==> config.mk <==
export PLATFORM = sky130hd
export DESIGN_NAME = multicycle_controller_flat
export DESIGN_NICKNAME = d
export VERILOG_FILES = /design/src/rtl/mc_pkg.sv /design/src/rtl/mc_if.sv /design/src/rtl/mc_alu_decode.sv /design/src/rtl/multicycle_controller.sv /design/src/flat_wrapper.sv
export SDC_FILE = /design/constraint.sdc
export NUM_CORES = 1
export LEC_CHECK = 0
export ABC_CLOCK_PERIOD_IN_PS = 3300
export BUFFER_PORTS_ARGS = -buffer_cell sky130_fd_sc_hd__buf_4
export CORE_ASPECT_RATIO = 0.7
export CORE_UTILIZATION = 50
export CTS_CLUSTER_SIZE = 25
export DETAILED_ROUTE_END_ITERATION = 8
export PLACE_DENSITY_LB_ADDON = 0.15
export SYNTH_ARGS = -nofsm -noshare
export SYNTH_HDL_FRONTEND = slang
export SYNTH_SLANG_ARGS = --single-unit
==> constraint.sdc <==
create_clock -name clk -period 3.3 [get_ports clk]
set_input_delay 0.33 -clock clk [delete_from_list [all_inputs] [get_ports clk]]
set_output_delay 0.33 -clock clk [all_outputs]
set_load 0.05 [all_outputs]
==> src/rtl/mc_pkg.sv <==
// mc_pkg: shared definitions for the multicycle MIPS controller.
//   - state_e    : FSM state encodings (also exported on the debug state port)
//   - OP_* / FN_*: opcode and R-type funct values understood by the controller
//   - ALU_*      : aluctrl codes
//   - MX_* / MC_*: bit positions inside muxctrl / memctrl
package mc_pkg;

  typedef enum logic [3:0] {
    S_FETCH    = 4'd0,
    S_DECODE   = 4'd1,
    S_EXEC_R   = 4'd2,
    S_WB_R     = 4'd3,
    S_EXEC_I   = 4'd4,
    S_WB_I     = 4'd5,
    S_MEMADDR  = 4'd6,
    S_MEMREAD  = 4'd7,
    S_MEMWRITE = 4'd8,
    S_MEMWB    = 4'd9,
    S_BRANCH   = 4'd10,
    S_JUMP     = 4'd11,
    S_TRAP     = 4'd12
  } state_e;

  localparam logic [5:0] OP_RTYPE = 6'b000000;
  localparam logic [5:0] OP_LW    = 6'b100011;
  localparam logic [5:0] OP_SW    = 6'b101011;
  localparam logic [5:0] OP_ADDI  = 6'b001000;
  localparam logic [5:0] OP_BEQ   = 6'b000100;
  localparam logic [5:0] OP_J     = 6'b000010;

  localparam logic [5:0] FN_ADD = 6'b100000;
  localparam logic [5:0] FN_SUB = 6'b100010;
  localparam logic [5:0] FN_AND = 6'b100100;
  localparam logic [5:0] FN_OR  = 6'b100101;
  localparam logic [5:0] FN_SLT = 6'b101010;

  localparam logic [3:0] ALU_ADD = 4'b0010;
  localparam logic [3:0] ALU_SUB = 4'b0110;
  localparam logic [3:0] ALU_AND = 4'b0000;
  localparam logic [3:0] ALU_OR  = 4'b0001;
  localparam logic [3:0] ALU_SLT = 4'b0111;

  // muxctrl bit positions
  localparam int MX_ALUSRCA  = 0;
  localparam int MX_REGDST   = 1;
  localparam int MX_ALUSRCB  = 2;  // two bits wide
  localparam int MX_MEMTOREG = 4;
  localparam int MX_IORD     = 5;
  localparam int MX_PCSRC    = 6;

  // ALUSrcB selections
  localparam logic [1:0] SRCB_REG  = 2'b00;
  localparam logic [1:0] SRCB_FOUR = 2'b01;
  localparam logic [1:0] SRCB_IMM  = 2'b10;
  localparam logic [1:0] SRCB_BOFF = 2'b11;

  // memctrl bit positions
  localparam int MC_REGWR = 0;
  localparam int MC_MEMWR = 1;
  localparam int MC_MEMRD = 2;

  // States in which the FSM waits on mem_ready and the watchdog runs.
  function automatic logic is_wait_state(input state_e s);
    return (s == S_FETCH) || (s == S_MEMREAD) || (s == S_MEMWRITE);
  endfunction

endpackage

==> src/rtl/mc_if.sv <==
// mc_if: controller <-> instruction register / datapath / memory bundle.
//   op, func       : instruction fields from the instruction register
//   zero           : ALU zero flag
//   mem_ready      : memory completes the access this cycle
//   muxctrl        : datapath mux selects
//   memctrl        : {mem_read, mem_write, reg_write}
//   aluctrl        : ALU operation
//   pc_write       : PC load enable
//   ir_write       : IR load enable
//   mem_timeout    : one-cycle watchdog pulse
//   state          : debug view of the FSM state
//   illegal_op     : sticky trap flag, present only with MC_ILLEGAL_TRAP_EN
// modport master = controller side, slave = datapath side.
interface mc_if #(
  parameter int MUX_W = 7,
  parameter int ALU_W = 4
);
  logic [5:0]       op;
  logic [5:0]       func;
  logic             zero;
  logic             mem_ready;
  logic [MUX_W-1:0] muxctrl;
  logic [2:0]       memctrl;
  logic [ALU_W-1:0] aluctrl;
  logic             pc_write;
  logic             ir_write;
  logic             mem_timeout;
  logic [3:0]       state;
`ifdef MC_ILLEGAL_TRAP_EN
  logic             illegal_op;
`endif

  modport master (
    input  op, func, zero, mem_ready,
    output muxctrl, memctrl, aluctrl, pc_write, ir_write, mem_timeout, state
`ifdef MC_ILLEGAL_TRAP_EN
    , output illegal_op
`endif
  );

  modport slave (
    output op, func, zero, mem_ready,
    input  muxctrl, memctrl, aluctrl, pc_write, ir_write, mem_timeout, state
`ifdef MC_ILLEGAL_TRAP_EN
    , input illegal_op
`endif
  );
endinterface

==> src/rtl/mc_alu_decode.sv <==
// mc_alu_decode: R-type funct -> aluctrl code.
//   func_i    : funct field
//   alu_o     : ALU code (add for anything unsupported)
//   illegal_o : funct is not one of add/sub/and/or/slt
module mc_alu_decode
  import mc_pkg::*;
(
  input  logic [5:0] func_i,
  output logic [3:0] alu_o,
  output logic       illegal_o
);
  always_comb begin
    alu_o     = ALU_ADD;
    illegal_o = 1'b0;
    case (func_i)
      FN_ADD:  alu_o = ALU_ADD;
      FN_SUB:  alu_o = ALU_SUB;
      FN_AND:  alu_o = ALU_AND;
      FN_OR:   alu_o = ALU_OR;
      FN_SLT:  alu_o = ALU_SLT;
      default: illegal_o = 1'b1;
    endcase
  end
endmodule

==> src/rtl/multicycle_controller.sv <==
// multicycle_controller: multicycle MIPS control FSM.
//   FETCH -> DECODE -> EXEC/MEM -> WB, stalling on mem_ready in FETCH,
//   MEMREAD and MEMWRITE, with a watchdog that abandons a stuck access.
// Ports:
//   clk    : rising-edge clock
//   reset  : synchronous, active-high; forces every output to 0 while high
//   bus    : mc_if.master (op/func/zero/mem_ready in, controls out)
// Parameters: MUX_W (muxctrl width, >= 7), ALU_W (aluctrl width),
//   WAIT_W (watchdog width; timeout after 2**WAIT_W-1 stalled cycles).
// Build option: MC_ILLEGAL_TRAP_EN -- unsupported op/funct enters a TRAP
//   state with sticky illegal_op; otherwise such instructions act as NOPs.
module multicycle_controller
  import mc_pkg::*;
#(
  parameter int MUX_W  = 7,
  parameter int ALU_W  = 4,
  parameter int WAIT_W = 4
) (
  input logic  clk,
  input logic  reset,
  mc_if.master bus
);

  localparam logic [WAIT_W-1:0] WAIT_MAX = {WAIT_W{1'b1}};
`ifdef MC_ILLEGAL_TRAP_EN
  localparam state_e ILL_NEXT = S_TRAP;
`else
  localparam state_e ILL_NEXT = S_FETCH;
`endif

  state_e            state_q, state_d;
  logic [5:0]        op_q, op_d, func_q, func_d;
  logic [WAIT_W-1:0] wait_q, wait_d;
  logic              in_wait, timeout;
  logic [3:0]        fn_alu;
  logic              fn_illegal;

  logic [MUX_W-1:0]  mux_c;
  logic [2:0]        mem_c;
  logic [3:0]        alu_c;
  logic              pcw_c, irw_c;

  // Fed with func_d so the same decoder serves both the DECODE legality
  // check (live func) and EXEC_R (latched func_q).
  mc_alu_decode u_alu_dec (
    .func_i    (func_d),
    .alu_o     (fn_alu),
    .illegal_o (fn_illegal)
  );

  assign in_wait = is_wait_state(state_q);
  assign timeout = in_wait && (wait_q == WAIT_MAX);

  always_comb begin
    op_d   = op_q;
    func_d = func_q;
    if (state_q == S_DECODE) begin
      op_d   = bus.op;
      func_d = bus.func;
    end
  end

  // Next state and watchdog. The counter only survives cycles that stay in
  // a wait state, so any transition (or a timeout) clears it.
  always_comb begin
    state_d = state_q;
    wait_d  = '0;
    if (in_wait && !bus.mem_ready && !timeout) wait_d = wait_q + WAIT_W'(1);
    case (state_q)
      S_FETCH: begin
        if (!timeout && bus.mem_ready) state_d = S_DECODE;
      end
      S_DECODE: begin
        case (bus.op)
          OP_RTYPE:     state_d = fn_illegal ? ILL_NEXT : S_EXEC_R;
          OP_LW, OP_SW: state_d = S_MEMADDR;
          OP_ADDI:      state_d = S_EXEC_I;
          OP_BEQ:       state_d = S_BRANCH;
          OP_J:         state_d = S_JUMP;
          default:      state_d = ILL_NEXT;
        endcase
      end
      S_EXEC_R:  state_d = S_WB_R;
      S_WB_R:    state_d = S_FETCH;
      S_EXEC_I:  state_d = S_WB_I;
      S_WB_I:    state_d = S_FETCH;
      S_MEMADDR: state_d = (op_q == OP_LW) ? S_MEMREAD : S_MEMWRITE;
      S_MEMREAD: begin
        if (timeout)            state_d = S_FETCH;
        else if (bus.mem_ready) state_d = S_MEMWB;
      end
      S_MEMWRITE: begin
        if (timeout || bus.mem_ready) state_d = S_FETCH;
      end
      S_MEMWB, S_BRANCH, S_JUMP: state_d = S_FETCH;
      S_TRAP:    state_d = S_TRAP;
      default:   state_d = S_FETCH;
    endcase
  end

  // Output decode. Only the FETCH write enables (mem_ready) and the BRANCH
  // pc_write (zero) look at live inputs; everything else is state/op_q/func_q.
  // A timeout cycle drops the access entirely: no read, no write, no load.
  always_comb begin
    mux_c = '0;
    mem_c = '0;
    alu_c = ALU_ADD;
    pcw_c = 1'b0;
    irw_c = 1'b0;
    case (state_q)
      S_FETCH: begin
        mux_c[MX_ALUSRCB +: 2] = SRCB_FOUR;
        if (!timeout) begin
          mem_c[MC_MEMRD] = 1'b1;
          pcw_c           = bus.mem_ready;
          irw_c           = bus.mem_ready;
        end
      end
      S_DECODE: mux_c[MX_ALUSRCB +: 2] = SRCB_BOFF;
      S_EXEC_R: begin
        mux_c[MX_ALUSRCA]      = 1'b1;
        mux_c[MX_ALUSRCB +: 2] = SRCB_REG;
        alu_c                  = fn_alu;
      end
      S_WB_R: begin
        mux_c[MX_REGDST] = 1'b1;
        mem_c[MC_REGWR]  = 1'b1;
      end
      S_EXEC_I, S_MEMADDR: begin
        mux_c[MX_ALUSRCA]      = 1'b1;
        mux_c[MX_ALUSRCB +: 2] = SRCB_IMM;
      end
      S_WB_I: mem_c[MC_REGWR] = 1'b1;
      S_MEMREAD: begin
        mux_c[MX_IORD] = 1'b1;
        if (!timeout) mem_c[MC_MEMRD] = 1'b1;
      end
      S_MEMWRITE: begin
        mux_c[MX_IORD] = 1'b1;
        if (!timeout) mem_c[MC_MEMWR] = 1'b1;
      end
      S_MEMWB: begin
        mux_c[MX_MEMTOREG] = 1'b1;
        mem_c[MC_REGWR]    = 1'b1;
      end
      S_BRANCH: begin
        mux_c[MX_ALUSRCA] = 1'b1;
        mux_c[MX_PCSRC]   = 1'b1;
        alu_c             = ALU_SUB;
        pcw_c             = bus.zero;
      end
      S_JUMP: begin
        mux_c[MX_PCSRC] = 1'b1;
        pcw_c           = 1'b1;
      end
      S_TRAP:  alu_c = '0;
      default: alu_c = '0;
    endcase
  end

  always_ff @(posedge clk) begin
    if (reset) begin
      state_q <= S_FETCH;
      op_q    <= '0;
      func_q  <= '0;
      wait_q  <= '0;
    end else begin
      state_q <= state_d;
      op_q    <= op_d;
      func_q  <= func_d;
      wait_q  <= wait_d;
    end
  end

  // Reset overrides every output combinationally, including the cycle in
  // which it is first sampled.
  assign bus.muxctrl     = reset ? '0 : mux_c;
  assign bus.memctrl     = reset ? '0 : mem_c;
  assign bus.aluctrl     = reset ? '0 : ALU_W'(alu_c);
  assign bus.pc_write    = !reset && pcw_c;
  assign bus.ir_write    = !reset && irw_c;
  assign bus.mem_timeout = !reset && timeout;
  assign bus.state       = reset ? 4'd0 : 4'(state_q);
`ifdef MC_ILLEGAL_TRAP_EN
  assign bus.illegal_op  = !reset && (state_q == S_TRAP);
`endif

endmodule

==> src/flat_wrapper.sv <==
// flat-port wrapper written by rule: the top's interface ports become plain ports
module multicycle_controller_flat import mc_pkg::*;
#(
  parameter int MUX_W  = 7,
  parameter int ALU_W  = 4,
  parameter int WAIT_W = 4
)
  (clk, reset, bus_op, bus_func, bus_zero, bus_mem_ready, bus_muxctrl, bus_memctrl, bus_aluctrl, bus_pc_write, bus_ir_write, bus_mem_timeout, bus_state);
  mc_if #(.MUX_W(MUX_W), .ALU_W(ALU_W)) bus_i ();
  input logic clk;
  input logic reset;
  input wire logic [$bits(bus_i.op)-1:0] bus_op;
  input wire logic [$bits(bus_i.func)-1:0] bus_func;
  input wire logic [$bits(bus_i.zero)-1:0] bus_zero;
  input wire logic [$bits(bus_i.mem_ready)-1:0] bus_mem_ready;
  output wire logic [$bits(bus_i.muxctrl)-1:0] bus_muxctrl;
  output wire logic [$bits(bus_i.memctrl)-1:0] bus_memctrl;
  output wire logic [$bits(bus_i.aluctrl)-1:0] bus_aluctrl;
  output wire logic [$bits(bus_i.pc_write)-1:0] bus_pc_write;
  output wire logic [$bits(bus_i.ir_write)-1:0] bus_ir_write;
  output wire logic [$bits(bus_i.mem_timeout)-1:0] bus_mem_timeout;
  output wire logic [$bits(bus_i.state)-1:0] bus_state;
  assign bus_i.op = bus_op;
  assign bus_i.func = bus_func;
  assign bus_i.zero = bus_zero;
  assign bus_i.mem_ready = bus_mem_ready;
  assign bus_muxctrl = bus_i.muxctrl;
  assign bus_memctrl = bus_i.memctrl;
  assign bus_aluctrl = bus_i.aluctrl;
  assign bus_pc_write = bus_i.pc_write;
  assign bus_ir_write = bus_i.ir_write;
  assign bus_mem_timeout = bus_i.mem_timeout;
  assign bus_state = bus_i.state;
  multicycle_controller #(.MUX_W(MUX_W), .ALU_W(ALU_W), .WAIT_W(WAIT_W)) u_core (.clk(clk), .reset(reset), .bus(bus_i));
endmodule
==> impl_metrics.yaml, run 1 <==
status:
  outcome: "completed"
yosys:
  async_flop_share_pct: 0
  syn_area_per_cell_sq_um: 7.84
  yosysWarnings: 0
  yosysSeqAreaShare_pct: 28.4
  synth-edff-count: 0
  synth-seq-cells: 20
  syn-num-nets: 197
  synth_cell_types: 51
  syn_area_sq_mm: 0.00141
  synth_top_area_share_pct: 28.4
  yosys-top-cells-area: "dfxtp_1 28%, nand2_1 5.3%, nor2_1 5.1%"
  synth_ff_type: "dfxtp_1"
  synth_top_cell_by_area: "dfxtp_1"
  synthCells: 180
floorplanning:
  start_util_pct: 54.9
  core_area_sq_mm: 0.00257
  die_area_sq_mm: 0.00304
  fp.dieW_um: 65.5
  io_pins: 37
  fp-row-count: 15
  die_y_um: 46.5
route:
  drt-pass1-iter-count: 4
  routed_via_density: 6.15
  via_count: 1483
  routed_wirelength_mm: 3.73
  wire_per_inst_um: 15.5
  ant_nets: 0
  drc: 0
  drtIter0Drc: 145
timing:
  rsz0062_at_grt: "no"
  hold_viol_final: 0
  clock_skew_ps: 2.33
  period_needed_ps: 2980
  clock.fmax_mhz: 335
  setup_viol: 0
  drv_slew: 0
  slew_headroom_pct: 53.1
  fin_crit_sh_pct: 90.3
  worst_pin_slew_ps: 702
  tns_ps: 0
  fin_ws_ps: 319
cts:
  clockBufferDepth: 2
  clkTransAtPathRegs_ps: 70
  cts_made_buffers: 3
  cts_setup_buffers: 0
  tritoncts: "built"
  cts_resized: 0
  cts-root-buf: "clkbuf_8"
  cts_max_level: 1
  clkSinkCount: 20
  cts_hold_buf: 0
  clock_latency_ps: 260
setup_path:
  cp_data_arrival_time_ps: 2650
  worst_setup_path_end_kind: "output port"
  worst-path-max-fanout: 21
  cpLargestDelayFamily: "simple AND/OR/NAND/NOR gates"
  crit_type: "reg -> out"
  critPathBufInv: 1
  start_kind: "flip-flop"
  path_cells: "nor4b_4 -> mux2i_1 -> nand4bb_1 -> a2111oi_2 -> buf_4"
  required_ps: 2970
  cp_slowest_cell: "nor4b_4"
  cpPeakStageDelay_ps: 560
layout:
  drive_above_1_share_pct: 24.6
  fillers: 224
  areaGrowthSynthToFinish_pct: 22.0
  antenna_cells: 0
  final_nets: 225
power_and_ir_drop:
  power-per-cell-area_mw_per_mm2: 348
  ir_worst_vdd_mv: 0.287
  p_leak_nw: 0.661
place:
  dp_hpwl_mm: 2.78
  io_buffers: 35
  dpl_worst_slack_ps: 641
  place_congestion: 0.883
global_routing:
  antenna_found_initial: 0
  grt_pass1_vias: 1232
  grt_max_degree: 29
  grt_util_all_layers_pct: 26.3
  grt_pass1_wl_mm: 6.00
  overflow: 0
run:
  cap_violations: 0
min_path:
  hold_class: "in -> reg"
cell type report:
class                      instances  area, sq um  area share, %
clock buffer                       4         55.1           3.20
sequential                        20          400           23.3
inverter                           6         22.5           1.31
tap                               34         42.5           2.47
timing repair buffer              39          293           17.0
multi-input combinational        138          908           52.8
layer usage:
metal | vias to the layer above | track usage (%) | part of all wire (%)
li1 | 724 | - | -
met1 | 701 | 38.5 | 50
met2 | 54 | 40.4 | 44
met3 | 4 | 5.20 | 5.0
met4 | 0 | 3.91 | 0.48
met5 | - | 0 | 0
stage by stage:
step                utilization, %  total power (W)  area [sq um]  std cells  hold WS [ps]
finish                        67.0         0.000599          1720        241           319
global route                  67.0         0.000630          1720        241           335
CTS                           67.0         0.000601          1720        241           318
detailed placement            64.8         0.000418          1670        237           439
global placement              64.8         0.000413          1670        237           436
floorplan                        -         0.000371          1410        180           418
path summary, 6_finish.rpt:
kind,to,startpoint,slack (ps),cells past startpoint
worst max-delay path,bus_aluctrl[0],u_core.state_q[1],320,5
worst min-delay path,u_core.func_q[5],bus_func[5],320,3
worst max register to register,u_core.state_q[2],u_core.state_q[1],1120,4
worst min register to register,u_core.wait_q[0],u_core.wait_q[0],450,1
Yosys cell counts (4+ instances only):
master	number
a21oi_1	13
clkbuf_1	9
dfxtp_1	20
inv_1	6
mux2i_1	6
nand2_1	20
nand3_1	5
nor2_1	19
nor3_1	5
nor4_1	4
o21ai_0	4
sequential cells by signal (all words and copies together) (netlist names):
signal and count:
u_core.wait_q 4, u_core.state_q 4, u_core.op_q 6, u_core.func_q 6
report_power, final:
group | internal, W | switching [W] | total, W | leakage, nW
logic | 0.0000572 | 0.0000928 | 0.000150 | 0.469
registers | 0.000254 | 0.0000105 | 0.000265 | 0.163
clock network | 0.000106 | 0.0000783 | 0.000185 | 0.0288
total | 0.000418 | 0.000182 | 0.000599 | 0.661
worst min-delay path, stage by stage:
cell,delay (ps)
buf_4,110
nand2_1,40
a21oi_1,50
kinds of logic (layout without fill, tap and decap cells):
| family | count (synthesis) | after routing | synth area share (%) |
|---|---|---|---|
| xor+xnor | 5 | 5 | 3.10 |
| mux | 7 | 7 | 5.05 |
| other cells | 1 | 1 | 0.266 |
| fa+ha+maj | 1 | 1 | 0.886 |
| buf+inv | 22 | 49 | 7.36 |
| compound gates | 43 | 43 | 22.9 |
| simple gates | 81 | 81 | 32.1 |
| flops | 20 | 20 | 28.4 |
cells in the final DEF, fill, tap and decap left out, types with 3 or more instances in the layout:
master     synthesis  final
clkbuf_8           0      4
nor3_1             5      5
nor4_1             4      4
a221oi_1           3      3
mux2i_1            6      6
nand3_1            5      5
nand2b_1           3      3
nor2_1            19     19
o21ai_0            4      4
xnor2_1            3      3
nand3b_1           3      3
a2111oi_2          3      3
a21oi_1           13     13
buf_4              1     39
o32ai_1            3      3
inv_1              6      6
nand2_1           20     20
nand4b_1           3      3
nor2b_1            3      3
dfxtp_1           20     20
Power figures use the tool's default switching activity.
==> run 2, diff against run 1 <==
--- a/config.mk
+++ b/config.mk
@@ -11,6 +11,7 @@
 export CORE_UTILIZATION = 50
 export CTS_CLUSTER_SIZE = 25
 export DETAILED_ROUTE_END_ITERATION = 8
+export MAX_ROUTING_LAYER = met4
 export PLACE_DENSITY_LB_ADDON = 0.15
 export SYNTH_ARGS = -nofsm -noshare
 export SYNTH_HDL_FRONTEND = slang
==> run 2 against run 1 <==
  * Clock-buffer cell count is the same
  * Final area unchanged
  * Register-to-register slack about the same
  * Sequential cell count stayed put
  * Maximum frequency up 0.12%
  * Global-route usage grew 0.82 points
  * Critical path depth unchanged
  * Worst setup slack improved by 3.7 ps
  * Sequential power hardly changed
  * Critical path type unchanged
  * Largest cell class unchanged
==> impl_metrics.yaml, run 2 (synthesis gave the netlist of run 1 again) <==
setup_path:
  r2r_cells: 4
  required_ps: 2970
  worst_setup_path_end_kind: "output port"
  start_kind: "flip-flop"
  reg2reg_from: "u_core.state_q[1]"
  cp_data_arrival_time_ps: 2650
  crit_type: "reg -> out"
  worst-path-max-fanout: 21
  worstReg2RegEnd: "u_core.state_q[2]"
  cpPeakStageDelay_ps: 560
  path_cells: "nor4b_4 -> mux2i_1 -> nand4bb_1 -> a2111oi_2 -> buf_4"
  ff2ff_setup_slack_ps: 1110
  cp_slowest_cell: "nor4b_4"
timing:
  setup_viol: 0
  rsz0062_at_grt: "no"
  clock_skew_ps: 2.12
  clock.fmax_mhz: 336
  hold_viol_final: 0
  drv_slew: 0
  fin_crit_sh_pct: 90.2
  worst_pin_slew_ps: 691
  hold_ws_ps: 321
  tns_ps: 0
  slew_headroom_pct: 53.9
  period_needed_ps: 2980
floorplanning:
  start_util_pct: 54.9
  fp.dieW_um: 65.5
  io_pins: 37
  fp-row-count: 15
  die_area_sq_mm: 0.00304
  die_y_um: 46.5
  core_area_sq_mm: 0.00257
route:
  ant_nets: 0
  drc: 0
  top_layer_used: "met4"
  via_count: 1479
  drt-pass1-iter-count: 4
  routedLengthMet1_mm: 1.75
  routed_via_density: 6.14
  route.met2.wl_mm: 1.66
  routed_wirelength_mm: 3.71
  met3WireLength_um: 282
  wire_per_inst_um: 15.4
  drtIter0Drc: 147
layout:
  areaGrowthSynthToFinish_pct: 22.0
  fillers: 224
  drive_above_1_share_pct: 24.6
  final_common_cell: "buf_4"
  top_regs: "u_core.func_q x6, u_core.op_q x6"
  fin_util_pct: 67.0
  layout_common_cells: "39 x buf_4, 20 x nand2_1, 20 x dfxtp_1"
  final_nets: 225
  antenna_cells: 0
place:
  dp_hpwl_mm: 2.78
  place_congestion: 0.897
  io_buffers: 35
power_and_ir_drop:
  comb_power_share_pct: 25.0
  power-per-cell-area_mw_per_mm2: 347
  p_sw_w: 0.000181
  seq_power_share_pct: 44.2
  p_sw_share_pct: 30.2
  p_leak_nw: 0.661
  ir_worst_vdd_mv: 0.287
  clkPwrFrac_pct: 30.8
  p_int_w: 0.000417
cts:
  cts-root-buf: "clkbuf_8"
  tritoncts: "built"
  cts_max_level: 1
  cts_made_buffers: 3
  clock_latency_ps: 260
  clkTransAtPathRegs_ps: 70
  clockBufferDepth: 2
  cts_hold_buf: 0
  cts_resized: 0
  clkSinkCount: 20
  cts_setup_buffers: 0
global_routing:
  grt_max_degree: 29
  overflow: 0
  grt_util_all_layers_pct: 27.1
  grt_pass1_vias: 1231
  antenna_found_initial: 0
  grt_pass1_wl_mm: 5.99
run:
  cap_violations: 0
status:
  outcome: "completed"
min_path:
  hold_class: "in -> reg"
  whs_path_depth: 3
  holdPathEnd: "u_core.func_q[5]"
  worstHoldStart: "bus_func[5]"
[run 2: cell counts in the layout (fill, tap and decap cells not counted)]
Identical to the previous run, type by type.
[run 2: worst max path at each step]
stage	from	end	slack, ps	depth (start not counted)
after floorplan	u_core.state_q[1]	bus_memctrl[2]	180	4
after global placement	u_core.state_q[1]	bus_aluctrl[0]	810	5
after detailed placement	u_core.state_q[1]	bus_aluctrl[0]	640	5
after CTS	u_core.state_q[1]	bus_aluctrl[0]	350	5
after global routing	u_core.state_q[1]	bus_aluctrl[0]	120	5
final	u_core.state_q[1]	bus_aluctrl[0]	320	5
[run 2: per-stage QoR]
| stage | instance area (sq um) | instances | power (W) | worst slack [ps] |
|---|---|---|---|---|
| 6_report | 1720 | 241 | 0.000598 | 323 |
| 5_1_grt | 1720 | 241 | 0.000630 | 117 |
| 4_1_cts | 1720 | 241 | 0.000601 | 351 |
| 3_5_place_dp | 1670 | 237 | 0.000418 | 641 |
| 3_3_place_gp | 1670 | 237 | 0.000413 | 813 |
| 2_1_floorplan | 1410 | 180 | 0.000371 | 181 |
[run 2: routing by layer]
layer / track usage, % / vias up
met4: 3.91 / 0
met3: 5.20 / 4
li1: - / 718
met5: - / -
met1: 38.5 / 697
met2: 40.4 / 60
[run 2: worst max-delay path: cells and delay by family (launching register included)]
family          cells  cell delay (ps)
simple gates        2              740
flops               1              530
mux                 1              430
compound gates      1              420
buf+inv             1              260
[run 2: final cells by class]
type / instances / area, sq um / share of cell area, %
clock buffer: 4 / 55.1 / 3.20
inverter: 6 / 22.5 / 1.31
tap: 34 / 42.5 / 2.47
multi-input combinational: 138 / 908 / 52.8
timing repair buffer: 39 / 293 / 17.0
sequential: 20 / 400 / 23.3
[run 2: power groups by stage]
stage | clock network, W | registers [W] | logic [W]
CTS | 0.000189 | 0.000264 | 0.000148
global route | 0.000203 | 0.000266 | 0.000162
global placement | 0 | 0.000269 | 0.000144
finish | 0.000184 | 0.000265 | 0.000149
detailed placement | 0 | 0.000270 | 0.000148
floorplan | 0 | 0.000265 | 0.000106
==> run 3, diff against run 2 <==
--- a/config.mk
+++ b/config.mk
@@ -6,11 +6,12 @@
 export NUM_CORES = 1
 export LEC_CHECK = 0
 export ABC_CLOCK_PERIOD_IN_PS = 3300
-export BUFFER_PORTS_ARGS = -buffer_cell sky130_fd_sc_hd__buf_4
 export CORE_ASPECT_RATIO = 0.7
+export CORE_MARGIN = 2
 export CORE_UTILIZATION = 50
-export CTS_CLUSTER_SIZE = 25
+export CTS_CLUSTER_SIZE = 8
 export DETAILED_ROUTE_END_ITERATION = 8
+export DONT_BUFFER_PORTS = 1
 export MAX_ROUTING_LAYER = met4
 export PLACE_DENSITY_LB_ADDON = 0.15
 export SYNTH_ARGS = -nofsm -noshare
==> run 3 against run 2 <==
  * Non-clock buffer count decreased by 18
  * Final area decreased by 5.0%
  * Cell count decreased by 6.6%
  * Clock skew decreased by 1.1 ps
  * Maximum frequency increased by 8.4%
  * Die area increased by 7.5%
  * Largest power group unchanged
  * Highest routed layer unchanged
==> impl_metrics.yaml, run 3 (synthesis gave the netlist of run 1 again) <==
status:
  outcome: "completed"
power_and_ir_drop:
  power-per-cell-area_mw_per_mm2: 386
  comb_power_share_pct: 20.0
  clkPwrFrac_pct: 38.3
  p_int_w: 0.000463
  ir_worst_vdd_mv: 0.233
  seq_power_share_pct: 41.7
  p_sw_share_pct: 26.5
  p_sw_w: 0.000167
  p_leak_nw: 0.586
floorplanning:
  fp-row-count: 16
  core_area_sq_mm: 0.00274
  fp.dieW_um: 67.5
  die_y_um: 48.5
  start_util_pct: 51.5
  die_area_sq_mm: 0.00327
  io_pins: 37
timing:
  rsz0062_at_grt: "no"
  fin_crit_sh_pct: 83.2
  setup_viol: 0
  clock.fmax_mhz: 364
  clock_skew_ps: 1.05
  drv_slew: 0
  hold_ws_ps: 135
  slew_headroom_pct: 38.0
  hold_viol_final: 0
  tns_ps: 0
  period_needed_ps: 2750
  worst_pin_slew_ps: 927
layout:
  antenna_cells: 0
  top_regs: "u_core.func_q x6, u_core.op_q x6"
  area.sequential_sq_um: 400
  areaGrowthSynthToFinish_pct: 15.9
  final_common_cell: "buf_4"
  post-route-cell-area_sq_mm: 0.00164
  fillers: 246
  multi_input_comb_area_sq_um: 938
  final_nets: 207
  fin_util_pct: 59.6
  layout_common_cells: "21 x buf_4, 20 x nand2_1, 20 x dfxtp_1"
  drive_above_1_share_pct: 20.1
global_routing:
  grt_max_degree: 29
  overflow: 0
  grt_pass1_vias: 1226
  grt_pass1_wl_mm: 5.55
  antenna_found_initial: 0
  grt_util_all_layers_pct: 22.7
route:
  drc: 0
  ant_nets: 0
  drtIter0Drc: 101
  drt-pass1-iter-count: 4
  via_count: 1374
  routed_wirelength_mm: 3.46
  wire_per_inst_um: 15.4
  routed_via_density: 6.11
setup_path:
  cpLargestDelayFamily: "simple AND/OR/NAND/NOR gates"
  path_cells: "nor4b_4 -> buf_4 -> mux2i_1 -> nand4bb_1 -> a2111oi_2 -> buf_4"
  start_kind: "flip-flop"
  critPathBufInv: 2
  worst-path-max-fanout: 12
  cp_data_arrival_time_ps: 2420
  cp_slowest_cell: "mux2i_1"
  cpPeakStageDelay_ps: 400
  required_ps: 2970
  path_common_cell: "buf_4"
  worst_setup_path_end_kind: "output port"
  crit_type: "reg -> out"
place:
  place_congestion: 0.836
  placed_area_sq_mm: 0.00156
  io_buffers: 0
  dp_hpwl_mm: 2.61
cts:
  clockBufferDepth: 2
  cts_made_buffers: 3
  cts_setup_buffers: 0
  cts_resized: 0
  clock_latency_ps: 260
  clkSinkCount: 20
  clkTransAtPathRegs_ps: 70
  cts_max_level: 1
  cts_hold_buf: 0
  cts-root-buf: "clkbuf_8"
  tritoncts: "built"
run:
  cap_violations: 0
min_path:
  hold_class: "in -> reg"
-- run 3: cell types whose count changed in the layout (fill, tap and decap cells not counted), sizes merged --
cell,delta
buf,-18
clkbuf,-1
bufinv,+1
-- run 3: per-stage QoR --
| stage | worst slack, ps | std cells | total power [W] |
|---|---|---|---|
| 2_1_floorplan | 181 | 180 | 0.000371 |
| 3_3_place_gp | 969 | 221 | 0.000390 |
| 3_5_place_dp | 851 | 221 | 0.000393 |
| 4_1_cts | 569 | 225 | 0.000637 |
| 5_1_grt | 410 | 225 | 0.000660 |
| 6_report | 554 | 225 | 0.000631 |
-- run 3: worst reg2reg max path: cells and delay by family, from the launching register on --
kind            cells  cell delay [ps]
simple gates        1              750
compound gates      3              720
flops               1              330
buf+inv             1              220
-- run 3: cell type report --
cell class                      count  share of cell area [%]
Sequential cell                    20                    24.5
Clock inverter                      1                    1.84
Multi-Input combinational cell    138                    57.4
Timing Repair Buffer               21                    9.64
Inverter                            6                    1.38
Clock buffer                        3                    2.52
Tap cell                           36                    2.75
-- run 3: power by group through the flow --
stage | Clock [W] | Combinational [W] | Sequential (W)
after floorplan | 0 | 0.000106 | 0.000265
after global placement | 0 | 0.000123 | 0.000267
after detailed placement | 0 | 0.000124 | 0.000268
after CTS | 0.000249 | 0.000125 | 0.000263
after global routing | 0.000258 | 0.000137 | 0.000264
final | 0.000242 | 0.000126 | 0.000263
-- run 3: per-layer routing --
metal	GRT usage, %	wire [um]	up-vias
met2	34.2	1620	42
met4	5.10	24	0
met3	6.74	218	2
li1	-	-	685
met5	-	0	-
met1	30.0	1590	645
-- run 3: worst paths after layout --
| check | startpoint | to | slack (ps) | cells after the start |
|---|---|---|---|---|
| hold / removal | reset | u_core.func_q[1] | 130 | 1 |
| setup / recovery | u_core.state_q[1] | bus_aluctrl[0] | 550 | 6 |
| hold reg to reg | u_core.op_q[2] | u_core.op_q[2] | 450 | 2 |
| setup reg to reg | u_core.state_q[2] | u_core.state_q[2] | 1180 | 5 |
